==> config.mk <==
export PLATFORM = sky130hd
export DESIGN_NAME = input_controller
export DESIGN_NICKNAME = d
export VERILOG_FILES = /design/src/rtl/noc_pkg.sv /design/src/rtl/noc_fifo.sv /design/src/rtl/input_controller.sv
export SDC_FILE = /design/constraint.sdc
export NUM_CORES = 1
export LEC_CHECK = 0
export ABC_AREA = 1
export CORE_MARGIN = 2
export CORE_UTILIZATION = 35
export CTS_CLUSTER_DIAMETER = 30
export DETAILED_ROUTE_END_ITERATION = 10
export SLEW_MARGIN = 20
export SYNTH_ARGS = -nofsm -noshare
export SYNTH_HDL_FRONTEND = slang
export SYNTH_SLANG_ARGS = --single-unit
==> constraint.sdc <==
create_clock -name clk -period 2.45 [get_ports clk]
set_input_delay 0.245 -clock clk [delete_from_list [all_inputs] [get_ports clk]]
set_output_delay 0.245 -clock clk [all_outputs]
set_load 0.03 [all_outputs]
==> src/rtl/noc_pkg.sv <==
`default_nettype none
// ============================================================================
// Module      : noc_pkg
// Description : Shared constants and types for the NoC input buffering path.
//               Holds the default flit width, default buffer depth, the idle
//               flit encoding and the FIFO operation encoding.
// Revision    : 1.0 - initial release
// ============================================================================
package noc_pkg;

  // Default flit width in bits.
  localparam int NOC_DATA_WIDTH = 8;

  // Default number of buffer slots (power of two, >= 2).
  localparam int NOC_DEPTH = 4;

  // A flit of all zeros marks an idle cycle on a link.
  localparam int FLIT_IDLE = 0;

  // FIFO operation for a cycle, encoded as {push, pop}.
  typedef enum logic [1:0] {
    FIFO_IDLE = 2'b00,
    FIFO_POP  = 2'b01,
    FIFO_PUSH = 2'b10,
    FIFO_BOTH = 2'b11
  } fifo_op_e;

endpackage : noc_pkg
`default_nettype wire

==> src/rtl/noc_fifo.sv <==
`default_nettype none
// ============================================================================
// Module      : noc_fifo
// Description : Circular FIFO holding buffered flits. Pointers wrap modulo
//               DEPTH (power of two, so natural overflow wraps). The caller
//               is responsible for never pushing into a full FIFO unless it
//               pops in the same cycle.
// Revision    : 1.0 - initial release
//
// Ports
//   clk    in   1            rising-edge clock
//   rst    in   1            synchronous active-low reset
//   push   in   1            write wdata at the tail this cycle
//   pop    in   1            retire the head this cycle
//   wdata  in   DATA_WIDTH   flit to store
//   rdata  out  DATA_WIDTH   current head (undefined while count == 0)
//   count  out  clog2+1      number of stored flits
// ============================================================================
module noc_fifo
  import noc_pkg::*;
#(
  parameter int DATA_WIDTH = NOC_DATA_WIDTH,
  parameter int DEPTH      = NOC_DEPTH
) (
  input  logic                    clk,
  input  logic                    rst,
  input  logic                    push,
  input  logic                    pop,
  input  logic [DATA_WIDTH-1:0]   wdata,
  output logic [DATA_WIDTH-1:0]   rdata,
  output logic [$clog2(DEPTH):0]  count
);

  localparam int PTR_W = $clog2(DEPTH);
  localparam int CNT_W = PTR_W + 1;

  logic [DATA_WIDTH-1:0] r_mem [DEPTH];
  logic [PTR_W-1:0]      r_wptr;
  logic [PTR_W-1:0]      r_rptr;
  logic [CNT_W-1:0]      r_count;
  fifo_op_e              w_op;

  assign w_op = fifo_op_e'({push, pop});

  // Storage is never reset; it is only observed through rdata when
  // count != 0, so stale contents are harmless.
  always_ff @(posedge clk) begin
    if (push) begin
      r_mem[r_wptr] <= wdata;
    end
  end

  always_ff @(posedge clk) begin
    if (!rst) begin
      r_wptr  <= '0;
      r_rptr  <= '0;
      r_count <= '0;
    end else begin
      if (push) begin
        r_wptr <= r_wptr + PTR_W'(1);
      end
      if (pop) begin
        r_rptr <= r_rptr + PTR_W'(1);
      end
      case (w_op)
        FIFO_PUSH: r_count <= r_count + CNT_W'(1);
        FIFO_POP:  r_count <= r_count - CNT_W'(1);
        default:   r_count <= r_count;
      endcase
    end
  end

  assign rdata = r_mem[r_rptr];
  assign count = r_count;

endmodule : noc_fifo
`default_nettype wire

==> src/rtl/input_controller.sv <==
`default_nettype none
// ============================================================================
// Module      : input_controller
// Description : NoC router input port. Buffers flits from the upstream link
//               in a small FIFO, presents the head flit to the switch, and
//               returns registered backpressure upstream. Flits arriving with
//               the buffer completely full (and no pop) are dropped.
// Revision    : 1.0 - initial release
//
// Configuration macro
//   INPUT_CTRL_DROP_CNT_EN  adds the drop_cnt port and a saturating 8-bit
//                           dropped-flit counter.
//
// Ports
//   clk       in   1           rising-edge clock
//   rst       in   1           synchronous active-low reset
//   Data_in   in   DATA_WIDTH  flit from upstream (0 = idle)
//   full      out  1           registered backpressure to upstream
//   Data_out  out  DATA_WIDTH  head flit to switch (0 when empty)
//   val       out  1           Data_out holds a valid flit
//   ret       in   1           switch backpressure (1 = cannot accept)
//   drop_cnt  out  8           dropped-flit count (macro builds only)
// ============================================================================
module input_controller
  import noc_pkg::*;
#(
  parameter int DATA_WIDTH = NOC_DATA_WIDTH,
  parameter int DEPTH      = NOC_DEPTH
) (
  input  logic                  clk,
  input  logic                  rst,
  input  logic [DATA_WIDTH-1:0] Data_in,
  output logic                  full,
  output logic [DATA_WIDTH-1:0] Data_out,
  output logic                  val,
  input  logic                  ret
`ifdef INPUT_CTRL_DROP_CNT_EN
  ,
  output logic [7:0]            drop_cnt
`endif
);

  localparam int CNT_W = $clog2(DEPTH) + 1;
  localparam logic [CNT_W-1:0] c_DEPTH   = CNT_W'(DEPTH);
  // Asserting full one slot early leaves a skid slot for the flit that
  // upstream launches before it sees full.
  localparam logic [CNT_W-1:0] c_FULL_AT = CNT_W'(DEPTH - 1);

  logic [CNT_W-1:0]      w_count;
  logic [CNT_W-1:0]      w_count_next;
  logic [DATA_WIDTH-1:0] w_rdata;
  logic                  w_flit;
  logic                  w_val;
  logic                  w_push;
  logic                  w_pop;
  logic                  r_full;

  assign w_flit = (Data_in != DATA_WIDTH'(FLIT_IDLE));
  assign w_val  = (w_count != '0);
  assign w_pop  = w_val & ~ret;
  // A pop in the same cycle frees the slot, so a flit is accepted even at
  // count == DEPTH.
  assign w_push = w_flit & ((w_count < c_DEPTH) | w_pop);

  always_comb begin
    w_count_next = w_count;
    case (fifo_op_e'({w_push, w_pop}))
      FIFO_PUSH: w_count_next = w_count + CNT_W'(1);
      FIFO_POP:  w_count_next = w_count - CNT_W'(1);
      default:   w_count_next = w_count;
    endcase
  end

  noc_fifo #(
    .DATA_WIDTH (DATA_WIDTH),
    .DEPTH      (DEPTH)
  ) u_fifo (
    .clk   (clk),
    .rst   (rst),
    .push  (w_push),
    .pop   (w_pop),
    .wdata (Data_in),
    .rdata (w_rdata),
    .count (w_count)
  );

  always_ff @(posedge clk) begin
    if (!rst) begin
      r_full <= 1'b0;
    end else begin
      r_full <= (w_count_next >= c_FULL_AT);
    end
  end

  assign full     = r_full;
  assign val      = w_val;
  assign Data_out = w_val ? w_rdata : '0;

`ifdef INPUT_CTRL_DROP_CNT_EN
  logic       w_drop;
  logic [7:0] r_drop_cnt;

  assign w_drop = w_flit & (w_count == c_DEPTH) & ~w_pop;

  always_ff @(posedge clk) begin
    if (!rst) begin
      r_drop_cnt <= 8'd0;
    end else if (w_drop && (r_drop_cnt != 8'hFF)) begin
      r_drop_cnt <= r_drop_cnt + 8'd1;
    end
  end

  assign drop_cnt = r_drop_cnt;
`endif

endmodule : input_controller
`default_nettype wire
==> summary.txt <==
Outcome
  • Status: completed

STA
  • Max Slew Vio Count: 0
  • Hold slack: 0.5021 ns
  • Worst Clk Skew: 0.004761 ns
  • Rel. slew slack: 77.87%
  • RSZ-0062 raised after global routing: no
  • Final min period: 2.254 ns
  • Max Clk Rate: 443.7 MHz
  • Final Hold Vio Count: 0
  • Final setup fails: 0
  • Period utilisation layout: 91.99%
  • Worst-Margin Slew: 0.3316 ns

Critical path
  • R2R setup slack: 0.47 ns
  • Startpoint types: register
  • Crit path cell chain: buf_4 > inv_2 > o21ai_0 > a21oi_1 > clkdlybuf4s50_1
  • Reg2Reg Capture Point: full
  • Cells on worst reg2reg path: 11
  • Setup CP Type: reg -> out
  • CP Data Required Time: 2.20 ns
  • Critical-path maximum fanout: 17
  • Crit. End Element: output port
  • Slowest CP cell: clkdlybuf4s50_1
  • WP data arrival: 2.01 ns
  • Crit-path max cell delay: 0.70 ns
  • Reg2reg start: u_fifo.count[2]

Floorplanning
  • Starting Density: 36.18%
  • Die width: 76.67 microns
  • Height of the die: 76.67 microns
  • Core area: 5107 sq um
  • Die Area: 5878 sq um
  • Ports: 21
  • Placement Rows: 26

Yosys
  • Register bit count reported by yosys: 42
  • Synth Net Count: 200
  • Ys Warns: 0
  • Area of the mapped netlist: 1848 sq um
  • Synth cell types: 18
  • Avg Cell Area, Syn: 10.10 sq um
  • Cells after Synth: 183
  • Register area share after synthesis: 62.83%

Global route
  • First-pass GRT wire length: 5492 microns
  • Vias in the first global route: 1,181
  • Grt total ovfl: 0
  • Gr usage total: 12.37%
  • Largest net degree at the start of global routing: 18
  • Initial antenna violation count: 0

Pwr
  • Leak Pwr: 0.0009560 uW
  • Internal power: 1481 uW
  • Sequential power share: 41.0%
  • Switching pwr: 866.5 uW
  • Part of the power in combinational logic: 41.5%
  • Clock power share: 17.5%
  • Cell Pwr Density: 1025 nW/um^2
  • Worst VDD drop: 693.0 uV
  • Switching share of power: 36.92%

Cells and area
  • Nets: 240
  • Share of cells above drive strength 1: 12.05%
  • Layout area overhead: 23.97%
  • Cell area after layout: 2291 sq um
  • Diode count: 0
  • Final Util: 44.86%

Min path
  • Hold EP: u_fifo.r_rptr[1]
  • Worst Hold Class: reg -> reg
  • Worst Hold Path Cells: 2
  • Hold Path Origin: u_fifo.r_rptr[1]

Flow run
  • Maxcap violations: 0

Routing
  • Routed WL per cell: 11.47 microns
  • Drt first pass iters: 4
  • DR iter-0 viols: 91
  • Routed WL: 3373 microns
  • Number of remaining DRC errors: 0
  • Via count: 1,299
  • Final ANT Viol Nets: 0
  • Mean number of vias per cell: 4.418

Clocking
  • Hold Buf Count CTS: 0
  • Post-CTS Resized: 0
  • CTS tree: done
  • CTS Sinks: 42
  • Clk pin slew, worst setup/hold paths: 0.07 ns
  • Total CTS buffers: 5
  • Root Buffer: clkbuf_8
  • Worst-skew pair later-pin latency: 0.29 ns
  • CTS max path bufs: 2
  • Post-CTS setup-driven buffer insertion count: 0
  • H-tree Lvls: 2

Placement
  • Placement Cell Area: 2210 sq um
  • Post-DP HPWL: 2374 microns
  • Port Buf Inserts: 20
  • GP Congestion: 0.7420
-- final cells by class --
cell class              count  area, sq um
fillers                   512         2816
repair buffers             37        327.8
clock inverters             2        8.758
flip-flops and latches     42         1161
clock buffers               6        72.57
well taps                  70        87.58
inverters                  27        101.3
multi-input cells         110        531.8
-- cell usage after synthesis, drive strengths merged --
| library cell | count | area share, % |
|---|---|---|
| buf | 4 | 2.9 |
| inv | 27 | 5.5 |
| fa | 1 | 1.1 |
| or2 | 1 | 0.34 |
| edfxtp | 32 | 52 |
| nand2 | 17 | 3.7 |
| ha | 5 | 3.4 |
| nand3 | 4 | 1.1 |
| nor2 | 49 | 10 |
| o21ai | 19 | 5.1 |
| nand4 | 1 | 0.34 |
| a21oi | 12 | 3.2 |
| dfxtp | 10 | 11 |
| xor2 | 1 | 0.47 |
-- worst max-delay path by stage --
stage / from / endpoint / slack [ns] / cells past startpoint
CTS: register / Data_out[4] / 0.18 / 5
finish: register / Data_out[4] / 0.20 / 5
detailed placement: Data_in[6] / full / -0.002 / 13
global placement: Data_in[7] / full / 0.03 / 13
global route: Data_in[6] / full / 0.06 / 13
floorplan: u_fifo.count[2] / full / 0.48 / 11
-- power by group through the flow --
| stage | registers [uW] | clock network (uW) | logic [uW] |
|---|---|---|---|
| 3_3_place_gp | 977 | 0 | 981 |
| 2_1_floorplan | 978 | 0 | 637 |
| 4_1_cts | 963 | 424 | 992 |
| 3_5_place_dp | 978 | 0 | 988 |
| 5_1_grt | 975 | 460 | 1070 |
| 6_report | 962 | 410 | 975 |
-- state kept, by name (all words and copies together) (netlist names), named ones only --
name / count
u_fifo.count: 3
u_fifo.r_rptr: 2
u_fifo.r_wptr: 2
u_fifo.r_mem: 32
full: 1
-- cells by family (layout without fill, tap and decap cells) --
group	count (synthesis)	in the layout	synth area share (%)
AOI/OAI and AO/OA	31	31	8.395
and+or+nand+nor	72	72	15.44
DFF	42	42	62.83
xor gates and xnor gates	1	1	0.4740
buffers and inverters	31	72	8.395
adders and majority gates	6	6	4.469
-- critical path, delay by kind of cell, from the launching register on --
| kind | cells | cell delay (ns) |
|---|---|---|
| flops | 1 | 0.30 |
| compound gates | 2 | 0.33 |
| buf+inv | 3 | 1.10 |
-- routing by layer --
layer	share of wire, %	global-route usage [%]	vias up
met1	45	14.95	596
met4	1.8	4.909	0
li1	-	-	670
met5	0	0	-
met2	49	20.96	24
met3	4.2	3.294	9
-- metrics by stage --
step             TNS, ns  std cells  total power, uW  worst slack, ns
2_1_floorplan          0        183             1615           0.4809
3_5_place_dp   -0.001979        286             1967        -0.001979
3_3_place_gp           0        286             1958          0.03310
5_1_grt                0        294             2509          0.06283
4_1_cts                0        294             2378           0.1769
6_report               0        294             2347           0.1963
-- cells in the final DEF, fill, tap and decap left out, types with 4 or more instances in the layout --
cell and instances:
nand2_1 15, edfxtp_1 32, dfxtp_1 10, buf_4 17, nand3_1 4, a21oi_1 12
inv_1 26, ha_1 5, nor2_1 49, clkbuf_8 5, clkdlybuf4s50_1 20, o21ai_0 16
Power figures use the tool's default switching activity.
